<file path="src/rtl/proc_pkg.sv">
// rtl/proc_pkg.sv - shared widths and Reg/Exe stage FSM encoding
package proc_pkg;

  localparam int REG_ADDR_W = 4;
  localparam int OP_W       = 4;

  typedef enum logic [1:0] {
    RUN    = 2'd0,
    BUBBLE = 2'd1,
    HOLD   = 2'd2
  } state_e;

endpackage

</file>
<file path="src/rtl/load_use_detect.sv">
// rtl/load_use_detect.sv - flags an incoming instruction that reads the destination of a load sitting in Exe
module load_use_detect
  import proc_pkg::*;
(
  input  logic                  i_ex_valid,
  input  logic                  i_ex_mem_re,
  input  logic [REG_ADDR_W-1:0] i_ex_robj,
  input  logic                  i_rg_valid,
  input  logic                  i_rg_re_a,
  input  logic [REG_ADDR_W-1:0] i_rg_ra,
  input  logic                  i_rg_re_b,
  input  logic [REG_ADDR_W-1:0] i_rg_rb,
  output logic                  o_lu
);

  logic w_hit_a;
  logic w_hit_b;

  assign w_hit_a = i_rg_re_a && (i_rg_ra == i_ex_robj);
  assign w_hit_b = i_rg_re_b && (i_rg_rb == i_ex_robj);
  assign o_lu    = i_ex_valid && i_ex_mem_re && i_rg_valid && (w_hit_a || w_hit_b);

endmodule

</file>
<file path="src/rtl/reg_exe_stage.sv">
// rtl/reg_exe_stage.sv - Reg/Exe pipeline register with load-use bubble, flush and memory-busy hold
// Optional stall-cycle counter enabled by defining STALL_CNT_EN.
module reg_exe_stage
  import proc_pkg::*;
#(
  parameter int DATA_W = 32,
  parameter int OP_W   = proc_pkg::OP_W
) (
  input  logic                  clk,
  input  logic                  rst_n,
  input  logic                  valid_in,
  input  logic [REG_ADDR_W-1:0] Ra_in,
  input  logic                  RE_A_in,
  input  logic [REG_ADDR_W-1:0] Rb_in,
  input  logic                  RE_B_in,
  input  logic [REG_ADDR_W-1:0] Robj_in,
  input  logic                  WE_in,
  input  logic                  mem_WE_in,
  input  logic                  mem_RE_in,
  input  logic [OP_W-1:0]       alu_op_in,
  input  logic [DATA_W-1:0]     A_in,
  input  logic [DATA_W-1:0]     B_in,
  input  logic                  flush,
  input  logic                  mem_busy,
  output logic                  valid_out,
  output logic [REG_ADDR_W-1:0] Ra_Reg_Exe,
  output logic                  RE_A_Reg_Exe,
  output logic [REG_ADDR_W-1:0] Rb_Reg_Exe,
  output logic                  RE_B_Reg_Exe,
  output logic [REG_ADDR_W-1:0] Robj_Reg_Exe,
  output logic                  WE_Reg_Exe,
  output logic                  mem_WE_Reg_Exe,
  output logic                  mem_RE_Reg_Exe,
  output logic [OP_W-1:0]       alu_op_Reg_Exe,
  output logic [DATA_W-1:0]     A_Reg_Exe,
  output logic [DATA_W-1:0]     B_Reg_Exe,
  output logic                  stall_F,
  output logic [15:0]           stall_cnt
);

  state_e                r_state;
  state_e                w_state_nxt;
  logic                  w_lu;
  logic                  w_load;
  logic                  w_bubble;
  logic                  w_stall;

  logic                  r_valid;
  logic [REG_ADDR_W-1:0] r_ra;
  logic                  r_re_a;
  logic [REG_ADDR_W-1:0] r_rb;
  logic                  r_re_b;
  logic [REG_ADDR_W-1:0] r_robj;
  logic                  r_we;
  logic                  r_mem_we;
  logic                  r_mem_re;
  logic [OP_W-1:0]       r_alu_op;
  logic [DATA_W-1:0]     r_a;
  logic [DATA_W-1:0]     r_b;

  load_use_detect u_lud (
    .i_ex_valid  (r_valid),
    .i_ex_mem_re (r_mem_re),
    .i_ex_robj   (r_robj),
    .i_rg_valid  (valid_in),
    .i_rg_re_a   (RE_A_in),
    .i_rg_ra     (Ra_in),
    .i_rg_re_b   (RE_B_in),
    .i_rg_rb     (Rb_in),
    .o_lu        (w_lu)
  );

  // Exe holds a bubble while in BUBBLE, so a second stall for the same load cannot occur.
  always_comb begin
    w_state_nxt = RUN;
    w_load      = 1'b0;
    w_bubble    = 1'b0;
    w_stall     = 1'b0;
    if (mem_busy) begin
      w_state_nxt = HOLD;
      w_stall     = 1'b1;
    end else if (flush) begin
      w_bubble    = 1'b1;
    end else if (w_lu && (r_state != BUBBLE)) begin
      w_state_nxt = BUBBLE;
      w_stall     = 1'b1;
      w_bubble    = 1'b1;
    end else if (valid_in) begin
      w_load      = 1'b1;
    end else begin
      w_bubble    = 1'b1;
    end
  end

  assign stall_F = rst_n && w_stall;

  always_ff @(posedge clk or negedge rst_n) begin
    if (!rst_n) begin
      r_state  <= RUN;
      r_valid  <= 1'b0;
      r_ra     <= '0;
      r_re_a   <= 1'b0;
      r_rb     <= '0;
      r_re_b   <= 1'b0;
      r_robj   <= '0;
      r_we     <= 1'b0;
      r_mem_we <= 1'b0;
      r_mem_re <= 1'b0;
      r_alu_op <= '0;
      r_a      <= '0;
      r_b      <= '0;
    end else begin
      r_state <= w_state_nxt;
      if (w_load) begin
        r_valid  <= 1'b1;
        r_ra     <= Ra_in;
        r_re_a   <= RE_A_in;
        r_rb     <= Rb_in;
        r_re_b   <= RE_B_in;
        r_robj   <= Robj_in;
        r_we     <= WE_in;
        r_mem_we <= mem_WE_in;
        r_mem_re <= mem_RE_in;
        r_alu_op <= alu_op_in;
        r_a      <= A_in;
        r_b      <= B_in;
      end else if (w_bubble) begin
        r_valid  <= 1'b0;
        r_re_a   <= 1'b0;
        r_re_b   <= 1'b0;
        r_we     <= 1'b0;
        r_mem_we <= 1'b0;
        r_mem_re <= 1'b0;
      end
    end
  end

  assign valid_out      = r_valid;
  assign Ra_Reg_Exe     = r_ra;
  assign RE_A_Reg_Exe   = r_re_a;
  assign Rb_Reg_Exe     = r_rb;
  assign RE_B_Reg_Exe   = r_re_b;
  assign Robj_Reg_Exe   = r_robj;
  assign WE_Reg_Exe     = r_we;
  assign mem_WE_Reg_Exe = r_mem_we;
  assign mem_RE_Reg_Exe = r_mem_re;
  assign alu_op_Reg_Exe = r_alu_op;
  assign A_Reg_Exe      = r_a;
  assign B_Reg_Exe      = r_b;

`ifdef STALL_CNT_EN
  logic [15:0] r_stall_cnt;

  always_ff @(posedge clk or negedge rst_n) begin
    if (!rst_n) begin
      r_stall_cnt <= 16'h0000;
    end else if (stall_F && (r_stall_cnt != 16'hFFFF)) begin
      r_stall_cnt <= r_stall_cnt + 16'h0001;
    end
  end

  assign stall_cnt = r_stall_cnt;
`else
  assign stall_cnt = 16'h0000;
`endif

endmodule
</file>
<file path="config.mk">
export PLATFORM = sky130hd
export DESIGN_NAME = reg_exe_stage
export DESIGN_NICKNAME = d
export VERILOG_FILES = /design/src/rtl/proc_pkg.sv /design/src/rtl/load_use_detect.sv /design/src/rtl/reg_exe_stage.sv
export SDC_FILE = /design/constraint.sdc
export NUM_CORES = 1
export LEC_CHECK = 0
export CAP_MARGIN = 30
export CORE_MARGIN = 10
export CORE_UTILIZATION = 39
export DETAILED_ROUTE_END_ITERATION = 8
export PLACE_DENSITY = 0.82
export SKIP_CTS_REPAIR_TIMING = 1
export SLEW_MARGIN = 20
export SYNTH_ARGS = -nofsm -noshare
export SYNTH_HDL_FRONTEND = slang
export SYNTH_SLANG_ARGS = --single-unit
</file>
<file path="constraint.sdc">
create_clock -name clk -period 2.8 [get_ports clk]
set_input_delay 0.84 -clock clk [delete_from_list [all_inputs] [get_ports clk]]
set_output_delay 0.84 -clock clk [all_outputs]
set_load 0.01 [all_outputs]
</file>
==> reports/metrics.yaml <==
placed_design:
  port_buffers: 176
  place_ws_ns: -0.835
  placed_cells: 509
  gp_congestion: 0.734
  place_hpwl_um: 7730
  placed_cell_area_um2: 5400
global_route:
  met1_usage_pct: 15.6
  grt_most_used_layer: "met2"
  gr-usage-met3_pct: 8.75
  grt-ovfl-total: 0
  grt_pass1_wl_um: 15300
  grt_pass1_vias: 2839
  grt_use_total_pct: 14.6
  grt_max_degree: 68
  grtUsageMet2_pct: 24.0
  antenna_found_initial: 1
setup_path:
  cp-end-kind: "output pin"
  cp_num_cells: 7
  r2r_slack_ns: 0.59
  worstSetupStartpoint: "Ra_in[2]"
  crit_family: "compound AO/OA/AOI/OAI gates"
  worstSetupStartpointType: "input pin"
  crit_chain: "clkbuf_2, xnor2_1, o211ai_1, nor4b_4, o21bai_1, a21boi_1, buf_2"
  cp_max_fo: 2
  endpoint: "stall_F"
  r2r_start: "Robj_Reg_Exe[0]"
  rr_endpoint: "B_Reg_Exe[1]"
  arrival_ns: 1.95
  max_stage_delay_ns: 0.31
  cp_slowest_cell: "nor4b_4"
  ff2ff_path_depth: 9
  critPathRequiredTime_ns: 1.96
  crit_type: "input pin to output pin"
  crit_buf_inv: 2
power_and_ir_drop:
  p_per_area_nw_per_um2: 638
  power.leakage_nw: 2.43
  net-switching-power_uw: 919
  p_comb_share_pct: 28.9
  clockPowerShare_pct: 26.4
  swShare_pct: 25.5
  p_int_mw: 2.68
  power_mw: 3.60
  p_seq_share_pct: 44.7
  vdd_drop_max_v: 0.000317
cells_and_area:
  drive_above_1_share_pct: 19.6
  finalNonFillerCells: 527
  multiInputGateArea_um2: 1190
  num-fill-cells: 682
  seq_area_um2: 2200
  final_nets: 503
  design_area_um2: 5650
  area_growth_pct: 59.9
  final_common_cell: "clkdlybuf4s50_1"
  mostFrequentLayoutCells: "164 x clkdlybuf4s50_1, 88 x dfrtp_1, 46 x mux2_2"
logic_synthesis:
  avgSynthCellArea_um2: 15.7
  synth-seq-cells: 88
  synth_cell_types: 26
  synthCells: 225
  yosysWarnings: 0
  synth_seq_area_share_pct: 62.4
  synthesis.area_um2: 3530
drt:
  drtIter0Drc: 82
  avgRoutedWirePerCell_um: 18.7
  drt-pass1-iter-count: 4
  wl_um: 9830
  drc: 0
  ant_nets: 0
  vias: 2471
  vias_per_cell: 4.69
hold_path:
  min_path_type: "input pin to async pin"
clock_network:
  tritoncts: "yes"
  cts_buffer_depth: 2
  htreeDepth: 3
  clock-sinks: 88
  cts_buffers: 9
  insertion_delay_ns: 0.34
  cts-root-buf: "clkbuf_8"
  path_clk_slew_ns: 0.09
timing:
  timing.final.crit_share_pct: 99.5
  setup_tns_ns: 0
  fin_ws_ns: 0.0140
  drv_slew: 0
  setup_violations: 0
  relSlewSlack_pct: 44.3
  worstMarginPinSlew_ns: 0.835
  fin_crit_ns: 2.79
  grt_setup_unrepaired: "true"
  fmax_mhz: 359
  fin_worst_skew_ns: 0.0124
  final-hold-violation-count: 0
floorplanning:
  ios: 193
  rows: 34
  core_area_um2: 8760
  start_util_pct: 40.3
  die_x_um: 115
  die_area_um2: 13300
  die_h_um: 115
flow_run:
  max-cap-violations: 0
outcome:
  run_status: "completed"
==> how the worst min path moves through the flow <==
stage            startpoint         endpoint  slack, ns  depth (start not counted)
2_1_floorplan  A_Reg_Exe[0]     A_Reg_Exe[0]       0.53                          1
3_3_place_gp   A_Reg_Exe[9]     A_Reg_Exe[9]       0.47                          1
3_5_place_dp   A_Reg_Exe[4]     A_Reg_Exe[4]       0.47                          1
4_1_cts               rst_n        valid_out       0.48                          2
5_1_grt               rst_n  Robj_Reg_Exe[0]       0.48                          2
6_report              rst_n  Robj_Reg_Exe[0]       0.49                          2
==> sequential cells by signal, indices dropped and copies added (netlist names), 2 cells and up <==
| signal | flops |
|---|---|
| A_Reg_Exe | 32 |
| B_Reg_Exe | 32 |
| Rb_Reg_Exe | 4 |
| r_state | 2 |
| alu_op_Reg_Exe | 4 |
| Robj_Reg_Exe | 4 |
| Ra_Reg_Exe | 4 |
==> through the flow <==
step / utilization [%] / hold slack (ns)
final: 64.4 / 0.485
after global placement: 61.6 / 0.466
after floorplan: - / 0.529
after CTS: 64.0 / 0.478
after detailed placement: 61.6 / 0.474
after global routing: 64.4 / 0.476
==> cell type report <==
class,count,share of cell area [%]
Sequential cell,88,39.0
Timing Repair Buffer,188,33.3
Multi-Input combinational cell,121,21.2
Clock buffer,13,2.64
Tap cell,108,2.39
Clock inverter,3,1.15
Inverter,5,0.332
Antenna cell,1,0.0443
==> kinds of logic (layout without fill, tap and decap cells) <==
logic type | Yosys count | count (layout) | synth area share, %
DFF | 88 | 88 | 62.4
muxes | 80 | 80 | 25.5
other | 1 | 17 | 0.106
buffers and inverters | 31 | 209 | 6.20
AOI/OAI and AO/OA | 13 | 13 | 3.01
and+or+nand+nor | 7 | 7 | 1.56
xor gates and xnor gates | 5 | 5 | 1.24
==> synth_stat cells <==
master / number / area (µm²)
a21o_1: 1 / 7.51
buf_6: 5 / 56.3
a21boi_0: 1 / 7.51
nor2_1: 1 / 3.75
o211ai_1: 1 / 7.51
nand2_1: 2 / 7.51
dfrtp_1: 88 / 2200
a22o_1: 5 / 43.8
mux2_2: 46 / 518
o2111ai_1: 1 / 8.76
nand3_1: 1 / 5.00
nor3_1: 1 / 5.00
a222oi_1: 1 / 10.0
buf_4: 16 / 120
xnor2_1: 5 / 43.8
nor3_2: 1 / 10.0
clkbuf_1: 1 / 3.75
buf_2: 4 / 20.0
nor4b_4: 1 / 23.8
o21a_1: 1 / 7.51
inv_1: 4 / 15.0
conb_1: 1 / 3.75
mux2_1: 34 / 383
o22ai_1: 1 / 6.26
o21bai_1: 1 / 7.51
inv_2: 1 / 3.75
==> power groups by stage <==
stage	Sequential (mW)	Clock (mW)	Combinational [mW]
3_5_place_dp	1.64	0	1.06
4_1_cts	1.61	0.991	1.06
6_report	1.61	0.952	1.04
2_1_floorplan	1.74	0	0.265
3_3_place_gp	1.62	0	1.04
5_1_grt	1.65	1.04	1.12
==> layer usage <==
metal / share of wire (%) / vias up
met5: 0 / -
met4: 0.66 / 0
met3: 13 / 6
met2: 49 / 114
met1: 37 / 1220
li1: - / 1131
(Power assumes the default switching activity.)
==> RTL change 1: new RTL, config.mk and constraints unchanged <==
Change the package constant `OP_W` from 4 to 6.
--- a/src/rtl/proc_pkg.sv
+++ b/src/rtl/proc_pkg.sv
@@ -2,7 +2,7 @@
 package proc_pkg;
 
   localparam int REG_ADDR_W = 4;
-  localparam int OP_W       = 4;
+  localparam int OP_W       = 6;
 
   typedef enum logic [1:0] {
     RUN    = 2'd0,
Ports: changed (resized alu_op_Reg_Exe and alu_op_in); port bits go from 193 to 197. No check against the original RTL was run, so the function may have changed too.
==> RTL change 1 against the original RTL <==
  * Clock skew rose by 0.00078 ns
  * Worst setup slack improved by 0.17 ns
  * Register-to-register slack improved by 0.23 ns
  * Critical path depth did not move
  * Cell area rose by 1.2%
  * Sequential cell count rose by 2
  * Area after synthesis rose by 2.2%
  * Synthesized cell count rose by 1.3%
  * Core utilization fell by 1.7 points
  * Routed wire length fell by 0.56%
  * Total power fell by 1.8%
  * Critical path type unchanged
==> RTL change 1: results (changes against the original RTL) <==
Finish:
- The fraction of area in clock buffers and inverters was 2.98% (was 3.79%).
- The number of nets in the finished design is 508 (was 503).
- The sequential fraction of total cell area was 39.4% (was 39.0%).
- The multi-input logic cell count is 125 (was 121).
- The number of flip-flops and latches was 90 (was 88).
- The fill cell instance count of the final layout is 717 (was 682).
- The area share of buffers outside the clock network came to 33.4% (was 33.3%).
- The layout inverter count without the clock tree is 2 (was 5).
- The number of clock-tree buffers in the layout is 10 (was 13).

Worst setup path:
- The largest delay contributor family on the critical path is buffers and inverters (was compound AO/OA/AOI/OAI gates).
- The arrival time of the worst setup path is 1.78 ns (was 1.95 ns).
- The launch instance of the worst register-to-register path is Robj_Reg_Exe[1] (was Robj_Reg_Exe[0]).
- The capturing point of the worst reg2reg path is B_Reg_Exe[6] (was B_Reg_Exe[1]).
- The length in cells of the worst reg-to-reg path was 7 (was 9).
- The flop-to-flop setup slack was 0.82 ns (was 0.59 ns).

STA:
- The tightest hold margin is 0.493 ns (was 0.485 ns).
- The final setup skew is 0.0132 ns (was 0.0124 ns).

Global route:
- The wire length of the first global-routing pass was 14900 um (was 15300 um).
- The overall track demand over capacity in global routing is 14.1% (was 14.6%).
- The number of antenna violations at the first check in global routing is 0 (was 1).
- The via count of the first global-routing pass is 2744 (was 2839).

Logic synthesis:
- The sequential cell area fraction in the yosys report is 62.4% (about the same).
- The mux share of post-synthesis cell area came to 26.6% (was 25.5%).
- The compound-gate portion of the synthesized area is 2.32% (was 3.01%).
- Commonest cells in the netlist: sky130_fd_sc_hd__dfrtp_1, sky130_fd_sc_hd__mux2_2, sky130_fd_sc_hd__buf_4, sky130_fd_sc_hd__mux2_4, sky130_fd_sc_hd__xnor2_1 (was sky130_fd_sc_hd__dfrtp_1, sky130_fd_sc_hd__mux2_2, sky130_fd_sc_hd__mux2_1, sky130_fd_sc_hd__buf_4).
- Main area contributors after synthesis: sky130_fd_sc_hd__dfrtp_1, sky130_fd_sc_hd__mux2_2, sky130_fd_sc_hd__mux2_4 (was sky130_fd_sc_hd__dfrtp_1, sky130_fd_sc_hd__mux2_2, sky130_fd_sc_hd__mux2_1).
- The count of different cell masters after synthesis came to 22 (was 26).

Power and ir drop:
- The leakage power total is 2.49 nW (was 2.43 nW).
- The part of the total power dissipated in sequential elements is 46.9% (was 44.7%).
- The switching part of the total power is 27.5% (was 25.5%).
- The largest vdd supply drop is 353 uV (was 317 uV).

Routing:
- The post-detailed-routing wire length is 9780 um (was 9830 um).
- The length of routed met3 wiring was 1120 um (was 1320 um).
- The post-route met1 wirelength is 3470 um (was 3610 um).

Place:
- The total of buffers placed on input and output ports is 180 (was 176).
- The placed wire-length estimate came to 7740 um (was 7730 um).

Status:
- Run status: finished, final reports clean (unchanged).

Hold path:
- The class of the worst hold path was reg2reg (was in2async).
[RTL change 1: changes by cell type in the layout (fill, tap and decap cells not counted), moves of 3 or more]
cell,delta
sky130_fd_sc_hd__mux2_2,+22
sky130_fd_sc_hd__dlymetal6s2s_1,+4
sky130_fd_sc_hd__clkdlybuf4s50_1,+3
sky130_fd_sc_hd__mux2_1,-30
sky130_fd_sc_hd__buf_4,-4
sky130_fd_sc_hd__mux2_4,+10
[RTL change 1: through the flow]
step / instance area [um^2] / std cells / power [W] / setup WS (ns) / setup TNS [ns]
detailed placement: 5510 / 516 / 0.00280 / -0.612 / -0.641
global route: 5710 / 532 / 0.00374 / 0.0715 / 0
CTS: 5680 / 532 / 0.00360 / -0.614 / -0.614
floorplan: 3660 / 243 / 0.00209 / 0.404 / 0
finish: 5710 / 532 / 0.00354 / 0.181 / 0
global placement: 5510 / 516 / 0.00277 / -0.629 / -0.629
==> RTL change 2: new RTL, same flow settings <==
Without the edit above. Encoding of `state_e`: now one-hot (3 bits for 3 states).
--- a/src/rtl/proc_pkg.sv
+++ b/src/rtl/proc_pkg.sv
@@ -4,10 +4,10 @@
   localparam int REG_ADDR_W = 4;
   localparam int OP_W       = 4;
 
-  typedef enum logic [1:0] {
-    RUN    = 2'd0,
-    BUBBLE = 2'd1,
-    HOLD   = 2'd2
+  typedef enum logic [2:0] {
+    RUN    = 3'b001,
+    BUBBLE = 3'b010,
+    HOLD   = 3'b100
   } state_e;
 
 endpackage
Function: no difference found for any inputs over 10 cycles, from zero or initial values and one cycle with rst_n low; not proved beyond that.
==> RTL change 2 against the original RTL <==
  * Area after synthesis grew 5.1%
  * Cell area up 3.5%
  * Combinational power rose by 9.6%
  * The flow now finishes with violations (setup timing)
  * Clock power fell by 21%
  * Clock skew shrank 0.00077 ns
  * Die area increased by 4.2%
  * Worst setup slack worse by 0.10 ns
  * Critical path depth fell by 1
  * Hold slack improved by 0.025 ns
  * Count of clock-buffer cells in the layout down 2
  * Sequential cell count is 1 higher
  * Routed wire length rose by 6.7%
  * Highest routed layer unchanged
  * Total power is 1.6% lower
  * Register-to-register slack got worse by 0.26 ns
==> RTL change 2: results (changes against the original RTL) <==
Status:
- Run status: complete, but fails checks (was finished, final reports clean).
- The checks that failed: setup timing.

Routing:
- The post-detailed-route wirelength per cell is 19.0 um (was 18.7 um).
- The post-detailed-route via-to-cell ratio is 4.56 (was 4.69).

Power and ir drop:
- The switching power of the nets is 0.000971 W (was 0.000919 W).
- The share of total power in combinational logic is 32.2% (was 28.9%).
- The largest vdd supply drop is 363 uV (was 317 uV).
- The overall power is 0.00355 W (was 0.00360 W).
- The clock power share came to 21.3% (was 26.4%).

Global route:
- The wire length of the first global-routing pass is 16500 um (was 15300 um).
- The met1 routing resource usage after global routing is 16.3% (was 15.6%).
- The pin count of the biggest net entering global routing is 54 (was 68).
- The met2 track demand over resource is 24.8% (was 24.0%).

STA:
- The accumulated negative setup slack is -0.0862 ns (was 0 ns).
- The least setup slack across all paths after layout is -0.0862 ns (was 0.0140 ns).
- The final setup skew came to 0.0116 ns (was 0.0124 ns).
- The number of setup violations in the final report is 1 (was 0).

Worst setup path:
- The longest individual stage delay on the worst path is 0.48 ns (was 0.31 ns).
- The arrival time of the worst setup path was 2.05 ns (was 1.95 ns).
- The launch instance of the worst register-to-register path is r_state[0] (was Robj_Reg_Exe[0]).
- The first element of the critical path was RE_B_in (was Ra_in[2]).

Finish:
- The fill cell instance count of the final layout is 695 (was 682).
- The area growth from synthesis to final layout came to 57.5% (was 59.9%).

Logic synthesis:
- The compound-gate portion of the synthesized area is 2.49% (was 3.01%).
- Commonest cells in the netlist: sky130_fd_sc_hd__dfrtp_1, sky130_fd_sc_hd__mux2_2, sky130_fd_sc_hd__mux2_4, sky130_fd_sc_hd__buf_4 (was sky130_fd_sc_hd__dfrtp_1, sky130_fd_sc_hd__mux2_2, sky130_fd_sc_hd__mux2_1, sky130_fd_sc_hd__buf_4).
- The count of different cell masters after synthesis is 29 (was 26).
- The sequential cell area fraction in the yosys report was 60.0% (was 62.4%).
## RTL change 2: layer usage
metal	wire, um	vias to the layer above
met5	0	-
met4	85	0
met3	923	6
met2	5390	105
met1	4100	1270
li1	-	1143
## RTL change 2: cell type report
cell class / instances / area share (%)
clock inverters: 5 / 0.557
repair buffers: 191 / 32.8
inverters: 4 / 0.257
clock buffers: 11 / 2.25
multi-input cells: 124 / 23.2
flip-flops and latches: 89 / 38.1
well taps: 129 / 2.76
## RTL change 2: final timing paths
check / to / slack, ns / cells past startpoint
max: stall_F / -0.09 / 6
min: alu_op_Reg_Exe[3] / 0.51 / 1
max reg2reg: B_Reg_Exe[4] / 0.33 / 8
min reg2reg: alu_op_Reg_Exe[3] / 0.51 / 1
max in group asynchronous: A_Reg_Exe[5] / 1.23 / 3
min in group asynchronous: Ra_Reg_Exe[3] / 0.57 / 2
